<file path="src/rtl/vote_tally.sv">
// ============================================================================
// Module   : vote_tally
// Function : Session accumulator for one-hot vote counts: yes total,
//            unanimous-round count and final majority/tie verdict.
// Revision : 1.0 - initial release
// ============================================================================
`default_nettype none

module vote_tally #(
   parameter int ROUNDS = 8,
   parameter int CNT_W  = 6,
   parameter int RND_W  = 4
) (
   input  logic             clk,
   input  logic             rst,
   input  logic             start,
   input  logic             count_valid,
   input  logic [4:0]       count_onehot,
   output logic             busy,
   output logic             done,
   output logic [CNT_W-1:0] yes_total,
   output logic [RND_W-1:0] rounds_seen,
   output logic [RND_W-1:0] unanimous,
   output logic             majority,
   output logic             tie,
   output logic             err
);

   typedef enum logic [1:0] {
      S_IDLE    = 2'd0,
      S_COLLECT = 2'd1,
      S_DONE    = 2'd2
   } state_t;

   localparam logic [RND_W-1:0] LAST_RND = RND_W'(ROUNDS - 1);
   localparam logic [CNT_W:0]   THREE_R  = (CNT_W+1)'(3 * ROUNDS);

   state_t     state, next_state;
   logic       clear, accept, flag_err;
   logic       legal;
   logic [1:0] vote;
   logic [CNT_W:0] twice_yes;

   assign legal = ~count_onehot[4] & $onehot(count_onehot[3:0]);
   // Only meaningful for legal one-hot codes: bit3->3, bit2->2, bit1->1, bit0->0.
   assign vote  = {count_onehot[3] | count_onehot[2], count_onehot[3] | count_onehot[1]};

   always_ff @(posedge clk) begin
      if (rst) state <= S_IDLE;
      else     state <= next_state;
   end

   always_comb begin
      next_state = state;
      clear      = 1'b0;
      accept     = 1'b0;
      flag_err   = 1'b0;
      case (state)
         S_IDLE: begin
            if (start) begin
               clear      = 1'b1;
               next_state = S_COLLECT;
            end
         end
         S_COLLECT: begin
            if (start) begin
               clear = 1'b1;
            end else if (count_valid) begin
               if (legal) begin
                  accept = 1'b1;
                  if (rounds_seen == LAST_RND) next_state = S_DONE;
               end else begin
                  flag_err = 1'b1;
               end
            end
         end
         S_DONE: begin
            if (start) begin
               clear      = 1'b1;
               next_state = S_COLLECT;
            end
         end
         default: next_state = S_IDLE;
      endcase
   end

   always_ff @(posedge clk) begin
      if (rst || clear) begin
         yes_total   <= '0;
         rounds_seen <= '0;
         unanimous   <= '0;
         err         <= 1'b0;
      end else begin
         if (accept) begin
            yes_total   <= yes_total + CNT_W'(vote);
            rounds_seen <= rounds_seen + RND_W'(1);
            if (vote == 2'd0 || vote == 2'd3) unanimous <= unanimous + RND_W'(1);
         end
         if (flag_err) err <= 1'b1;
      end
   end

   assign busy      = (state == S_COLLECT);
   assign done      = (state == S_DONE);
   assign twice_yes = {yes_total, 1'b0};
   assign majority  = done && (twice_yes > THREE_R);
   assign tie       = done && (twice_yes == THREE_R);

endmodule

`default_nettype wire

</file>
<file path="config.mk">
export PLATFORM = sky130hd
export DESIGN_NAME = vote_tally
export DESIGN_NICKNAME = d
export VERILOG_FILES = /design/src/rtl/vote_tally.sv
export SDC_FILE = /design/constraint.sdc
export NUM_CORES = 1
export LEC_CHECK = 0
export BUFFER_PORTS_ARGS = -buffer_cell sky130_fd_sc_hd__clkbuf_2
export CELL_PAD_IN_SITES_DETAIL_PLACEMENT = 0
export CELL_PAD_IN_SITES_GLOBAL_PLACEMENT = 1
export CORE_MARGIN = 2
export CORE_UTILIZATION = 30
export CTS_CLUSTER_SIZE = 14
export DETAILED_ROUTE_END_ITERATION = 8
export HOLD_SLACK_MARGIN = 0.08
export PLACE_DENSITY = 0.71
export SYNTH_ARGS = -nofsm -noshare
export SYNTH_HDL_FRONTEND = slang
export SYNTH_SLANG_ARGS = --single-unit
</file>
<file path="constraint.sdc">
create_clock -name clk -period 6.68 [get_ports clk]
set_clock_uncertainty 0.1 [all_clocks]
set_input_delay 0.334 -clock clk [delete_from_list [all_inputs] [get_ports clk]]
set_output_delay 0.334 -clock clk [all_outputs]
set_load 0.01 [all_outputs]
</file>
==> impl_metrics.yaml, run 1 <==
route:
  wirelength_um: 1850
  drtIter0Drc: 14
  vias_per_cell: 4.78
  ant_nets: 0
  vias: 788
  wl_per_cell_um: 11.2
  firstDrtPassIters: 3
  remaining_drc_errors: 0
timing:
  finalCriticalPeriod_ns: 2.93
  finalWorstSetupSlack_ns: 3.75
  max_freq_mhz: 342
  setup_viol: 0
  rsz0062_at_grt: "false"
  min_period_over_period: 0.438
  drv_slew: 0
  tns_ns: 0
  worst_pin_slew_ns: 0.725
  max_slew_margin: 0.514
  finalHoldViolCount: 0
grt:
  grt.total_usage: 0.123
  grt_first_pass_wirelength_um: 3260
  antenna_found_initial: 0
  grt-ovfl-total: 0
  grt_max_degree: 16
  grt_pass1_vias: 794
worst_setup_path:
  cp-end-kind: "flip-flop"
  worstPathArrival_ns: 3.04
  criticalPathCategory: "input port to flip-flop"
  start_kind: "input port"
  critPathTopFamily: "simple AND/OR/NAND/NOR gates"
  worstPathRequired_ns: 6.79
  cp_cell_sequence: "clkbuf_2 > inv_1 > fa_1 > inv_1 > ha_1 > ha_1 > nor4b_4 > o211ai_2 > or3_1 > a21oi_1"
  slowest_delay_ns: 0.69
  crit_cells: 10
  r2r_cells: 4
  crit_slowest_cell: "nor4b_4"
  path_buf_inv: 3
  crit_fanout: 14
synth:
  synth.avg_cell_area_um2: 8.84
  synthMuxAreaShare: 0.0109
  synth-main-ff-cell: "dfxtp_1"
  ys_seq_area_frac: 0.370
  synth_top_family_by_area: "simple AND/OR/NAND/NOR gates"
  synth_xor_area_frac: 0.0857
  synth_edf_count: 0
  synth.top_cell.area_share: 0.370
  async_reset_ff_frac: 0
  synth-adder-area-share: 0.125
  synthSimpleGateAreaFrac: 0.250
  synthesis.nets: 121
  synth_compound_area_frac: 0.114
  ys_seq_elements: 17
  synth_cell_types: 30
  netlist_instances: 104
  yosysTopAreaCell: "dfxtp_1"
  synth_warnings: 0
  synthTopCellsByArea: "dfxtp_1 37%, ha_1 8.2%, xor2_1 7.6%"
  synth_area_um2: 920
clock_tree:
  clkTransAtPathRegs_ns: 0.09
  clkLatencyLatePin_ns: 0.28
  cts_setup_buffers: 0
  clock-root-buffer: "clkbuf_4"
  ctsResizeCount: 0
  clock_sinks: 17
  cts_hold_buf: 0
  clk_path_buf_depth: 2
  cts_tree: "done"
  cts_made_buffers: 3
  htreeDepth: 1
job:
  max_cap_violations: 0
pwr:
  p_leak_nw: 0.501
  clkPwrFrac: 0.301
  p_total_w: 0.000177
  combPwrFrac: 0.118
  switchingPower_w: 0.0000429
  power-per-cell-area_nw_per_um2: 159
  peakVddDrop_v: 0.0000785
  p_seq_frac: 0.580
  intPower_w: 0.000134
  p_sw_frac: 0.243
place:
  hpwlAfterDp_um: 1470
  placed_cell_area_um2: 1080
  preCtsSetupSlack_ns: 3.43
  portBuffers: 27
  place_congestion: 0.664
layout:
  drive_gt1_frac: 0.250
  multi_input_area_um2: 539
  seq_area_um2: 340
  finalNetCount: 150
  area_growth_pct: 20.5
  n_fill_cell: 322
  final_area_um2: 1110
  diodes: 0
die:
  initial_utilization: 0.309
  num_io_pins: 28
  std_cell_rows: 20
  die_h_um: 59.4
  core_um2: 2980
  die_area_um2: 3520
  die_w_um: 59.4
hold_path:
  holdPathStages: 2
  hold_path_class: "input port to flip-flop"
outcome:
  status: "completed"
-- power by group through the flow --
stage / Clock [W] / Sequential, W / Combinational [W]
after floorplan: 0 / 0.000105 / 0.0000148
after global placement: 0 / 0.000105 / 0.0000205
final: 0.0000533 / 0.000103 / 0.0000209
after CTS: 0.0000576 / 0.000103 / 0.0000215
after detailed placement: 0 / 0.000105 / 0.0000213
after global routing: 0.0000618 / 0.000103 / 0.0000242
-- synthesized netlist by cell type (2+ instances only) --
cell / n
nor2b_1: 2
xor2_1: 8
nand4_1: 2
nand3_1: 7
ha_1: 6
fa_1: 2
o21ai_0: 3
buf_2: 2
dfxtp_1: 17
nand2_1: 7
or3_1: 2
a21oi_1: 9
inv_1: 7
nor2_1: 14
-- routing by layer --
layer,GRT usage,share of wire
met3,0.0131,0.028
met5,0,0
met2,0.193,0.48
met4,0.0682,0.015
met1,0.163,0.48
-- per-stage QoR --
| step | util | hold WS (ns) | std cells |
|---|---|---|---|
| after global routing | 0.372 | 0.141 | 165 |
| final | 0.372 | 0.137 | 165 |
| after CTS | 0.372 | 0.126 | 165 |
| after detailed placement | 0.363 | 0.362 | 161 |
| after global placement | 0.363 | 0.366 | 161 |
| after floorplan | - | 0.306 | 104 |
-- registers in the layout (all words and copies together), names as in the netlist --
signal and flops:
unanimous 4, yes_total 6, err 1, rounds_seen 4, state 2
-- final cells by class --
class / instances / area share
Timing Repair Buffer: 27 / 0.122
Clock buffer: 4 / 0.0237
Tap cell: 33 / 0.0372
Inverter: 7 / 0.0237
Multi-Input combinational cell: 77 / 0.486
Sequential cell: 17 / 0.307
-- cell families (layout without fill, tap and decap cells) --
| kind of cell | count (synthesis) | after routing |
|---|---|---|
| flops | 17 | 17 |
| xor+xnor | 9 | 9 |
| compound gates | 17 | 17 |
| simple gates | 42 | 42 |
| buf+inv | 10 | 38 |
| fa+ha+maj | 8 | 8 |
| mux | 1 | 1 |
-- final timing paths --
kind	start	to	slack (ns)
max	count_onehot[1]	unanimous[3]$_SDFFE_PP0P_	3.75
min	rst	state[1]$_SDFFE_PP0P_	0.14
max reg2reg	state[1]$_SDFFE_PP0P_	unanimous[3]$_SDFFE_PP0P_	4.79
min reg2reg	err$_SDFFE_PP0P_	err$_SDFFE_PP0P_	0.39
-- cells in the final DEF (no fill, tap or decap), drive strengths merged, types with 3 or more instances in the layout --
cell type	count
clkbuf	31
dfxtp	17
nor2	14
a21oi	9
xor2	8
inv	7
nand2	7
nand3	7
ha	6
o21ai	3
Note: power is estimated with default switching activity, not from simulation.
==> run 2: changes to the inputs <==
Settings changed: PLACE_DENSITY 0.71 to 0.73.
Clock period 6.68 ns to 2.45 ns, I/O delays scaled along.
==> run 2 against run 1 <==
Effect of this change:
- critical path depth stayed put
- combinational power grew to 3.4 times the previous value
- worst hold slack better by 0.014 ns
- utilization is 2.9 points higher
- critical path type unchanged
- critical endpoint is now yes_total[5]$_SDFFE_PP0P_
==> impl_metrics.yaml, run 2 (synthesized netlist as in run 1, its figures left out) <==
worst_setup_path:
  start_kind: "input port"
  worstPathRequired_ns: 2.57
  cp_cell_sequence: "clkbuf_2 > inv_1 > fa_1 > inv_1 > ha_1 > ha_1 > nor4b_4 > nand4b_1 > or3_1 > a21oi_1"
  crit_fanout: 4
  worstPathArrival_ns: 2.34
  criticalPathCategory: "input port to flip-flop"
  crit_slowest_cell: "fa_1"
  cp-end-kind: "flip-flop"
  slowest_delay_ns: 0.50
die:
  num_io_pins: 28
  initial_utilization: 0.309
  core_um2: 2980
  die_w_um: 59.4
  die_area_um2: 3520
  die_h_um: 59.4
  std_cell_rows: 20
timing:
  setup_viol: 0
  drv_slew: 0
  tns_ns: 0
  rsz0062_at_grt: "false"
  min_period_over_period: 0.905
  finalHoldViolCount: 0
  finalCriticalPeriod_ns: 2.22
  max_slew_margin: 0.671
  max_freq_mhz: 451
  worst_pin_slew_ns: 0.494
pwr:
  power-per-cell-area_nw_per_um2: 421
  p_leak_nw: 0.553
  peakVddDrop_v: 0.000221
grt:
  grt.total_usage: 0.128
  grt_pass1_vias: 802
  grt-ovfl-total: 0
  antenna_found_initial: 0
  grt_max_degree: 16
  grt_first_pass_wirelength_um: 3370
route:
  vias_per_cell: 4.93
  top_layer: "met4"
  firstDrtPassIters: 4
  drtIter0Drc: 32
  wl_met1_um: 860
  ant_nets: 0
  vias: 868
  wirelength_um: 1970
  wl_per_cell_um: 11.2
  met3WireLength_um: 83
  wl_met2_um: 977
  remaining_drc_errors: 0
hold_path:
  hold_path_class: "input port to flip-flop"
clock_tree:
  htreeDepth: 1
  clock-root-buffer: "clkbuf_4"
  cts_tree: "done"
  cts_setup_buffers: 0
  cts_made_buffers: 3
  clkTransAtPathRegs_ns: 0.10
  ctsResizeCount: 0
  clkLatencyLatePin_ns: 0.29
  clock_sinks: 17
  cts_hold_buf: 2
  clk_path_buf_depth: 2
job:
  max_cap_violations: 0
layout:
  top_register: "yes_total"
  drive_gt1_frac: 0.294
  largest_register_ffs: 6
  final_area_um2: 1200
  diodes: 0
  n_fill_cell: 318
  reg_top3: "yes_total x6, rounds_seen x4, unanimous x4"
  final_cell_mix: "27 x clkbuf_2, 17 x dfxtp_1, 14 x nor2_1, 9 x a21oi_1, 9 x buf_4"
  final_common_cell: "clkbuf_2"
  area_growth_pct: 30.1
  finalNetCount: 161
place:
  placed_cell_area_um2: 1150
  portBuffers: 27
  place_congestion: 0.691
  hpwlAfterDp_um: 1560
outcome:
  status: "completed"
==> run 2: layer usage <==
metal  track usage  up-vias
met1         0.154      412
met4        0.0682        0
met3        0.0306        5
li1              -      437
met5             0        -
met2         0.209       14
==> run 2: worst paths after layout <==
path	from	endpoint	slack (ns)	cells after the start
setup / recovery	count_onehot[1]	yes_total[5]$_SDFFE_PP0P_	0.23	10
hold / removal	count_onehot[4]	unanimous[3]$_SDFFE_PP0P_	0.15	5
hold reg to reg	err$_SDFFE_PP0P_	err$_SDFFE_PP0P_	0.39	2
setup reg to reg	yes_total[1]$_SDFFE_PP0P_	yes_total[5]$_SDFFE_PP0P_	0.87	5
==> run 2: final cells by class <==
type / count / area (um^2) / area share
Multi-Input combinational cell: 77 / 539 / 0.451
Sequential cell: 17 / 340 / 0.285
Timing Repair Buffer: 38 / 223 / 0.186
Tap cell: 33 / 41.3 / 0.0345
Clock buffer: 4 / 26.3 / 0.0220
Inverter: 7 / 26.3 / 0.0220
==> run 2: report_power, final <==
group           total, W  leakage (nW)  internal, W  switching, W
clock           0.000154        0.0150    0.0000634     0.0000904
sequential      0.000280         0.137     0.000278    0.00000181
combinational  0.0000704         0.400    0.0000341     0.0000364
total           0.000504         0.553     0.000375      0.000129
==> run 2: critical path: cells and delay by family <==
family          cells  cell delay (ns)
fa+ha+maj           3             0.97
simple gates        3             0.91
buf+inv             3             0.19
compound gates      1             0.14
==> run 2: per-stage QoR <==
step	hold WS [ns]	util	worst slack [ns]	instances	power [W]
finish	0.151	0.402	0.233	176	0.000504
global route	0.155	0.402	0.0761	176	0.000531
CTS	0.156	0.402	0.209	176	0.000512
detailed placement	0.234	0.386	-0.0876	170	0.000355
global placement	0.217	0.386	-0.0240	170	0.000354
floorplan	0.0949	-	0.0765	104	0.000326
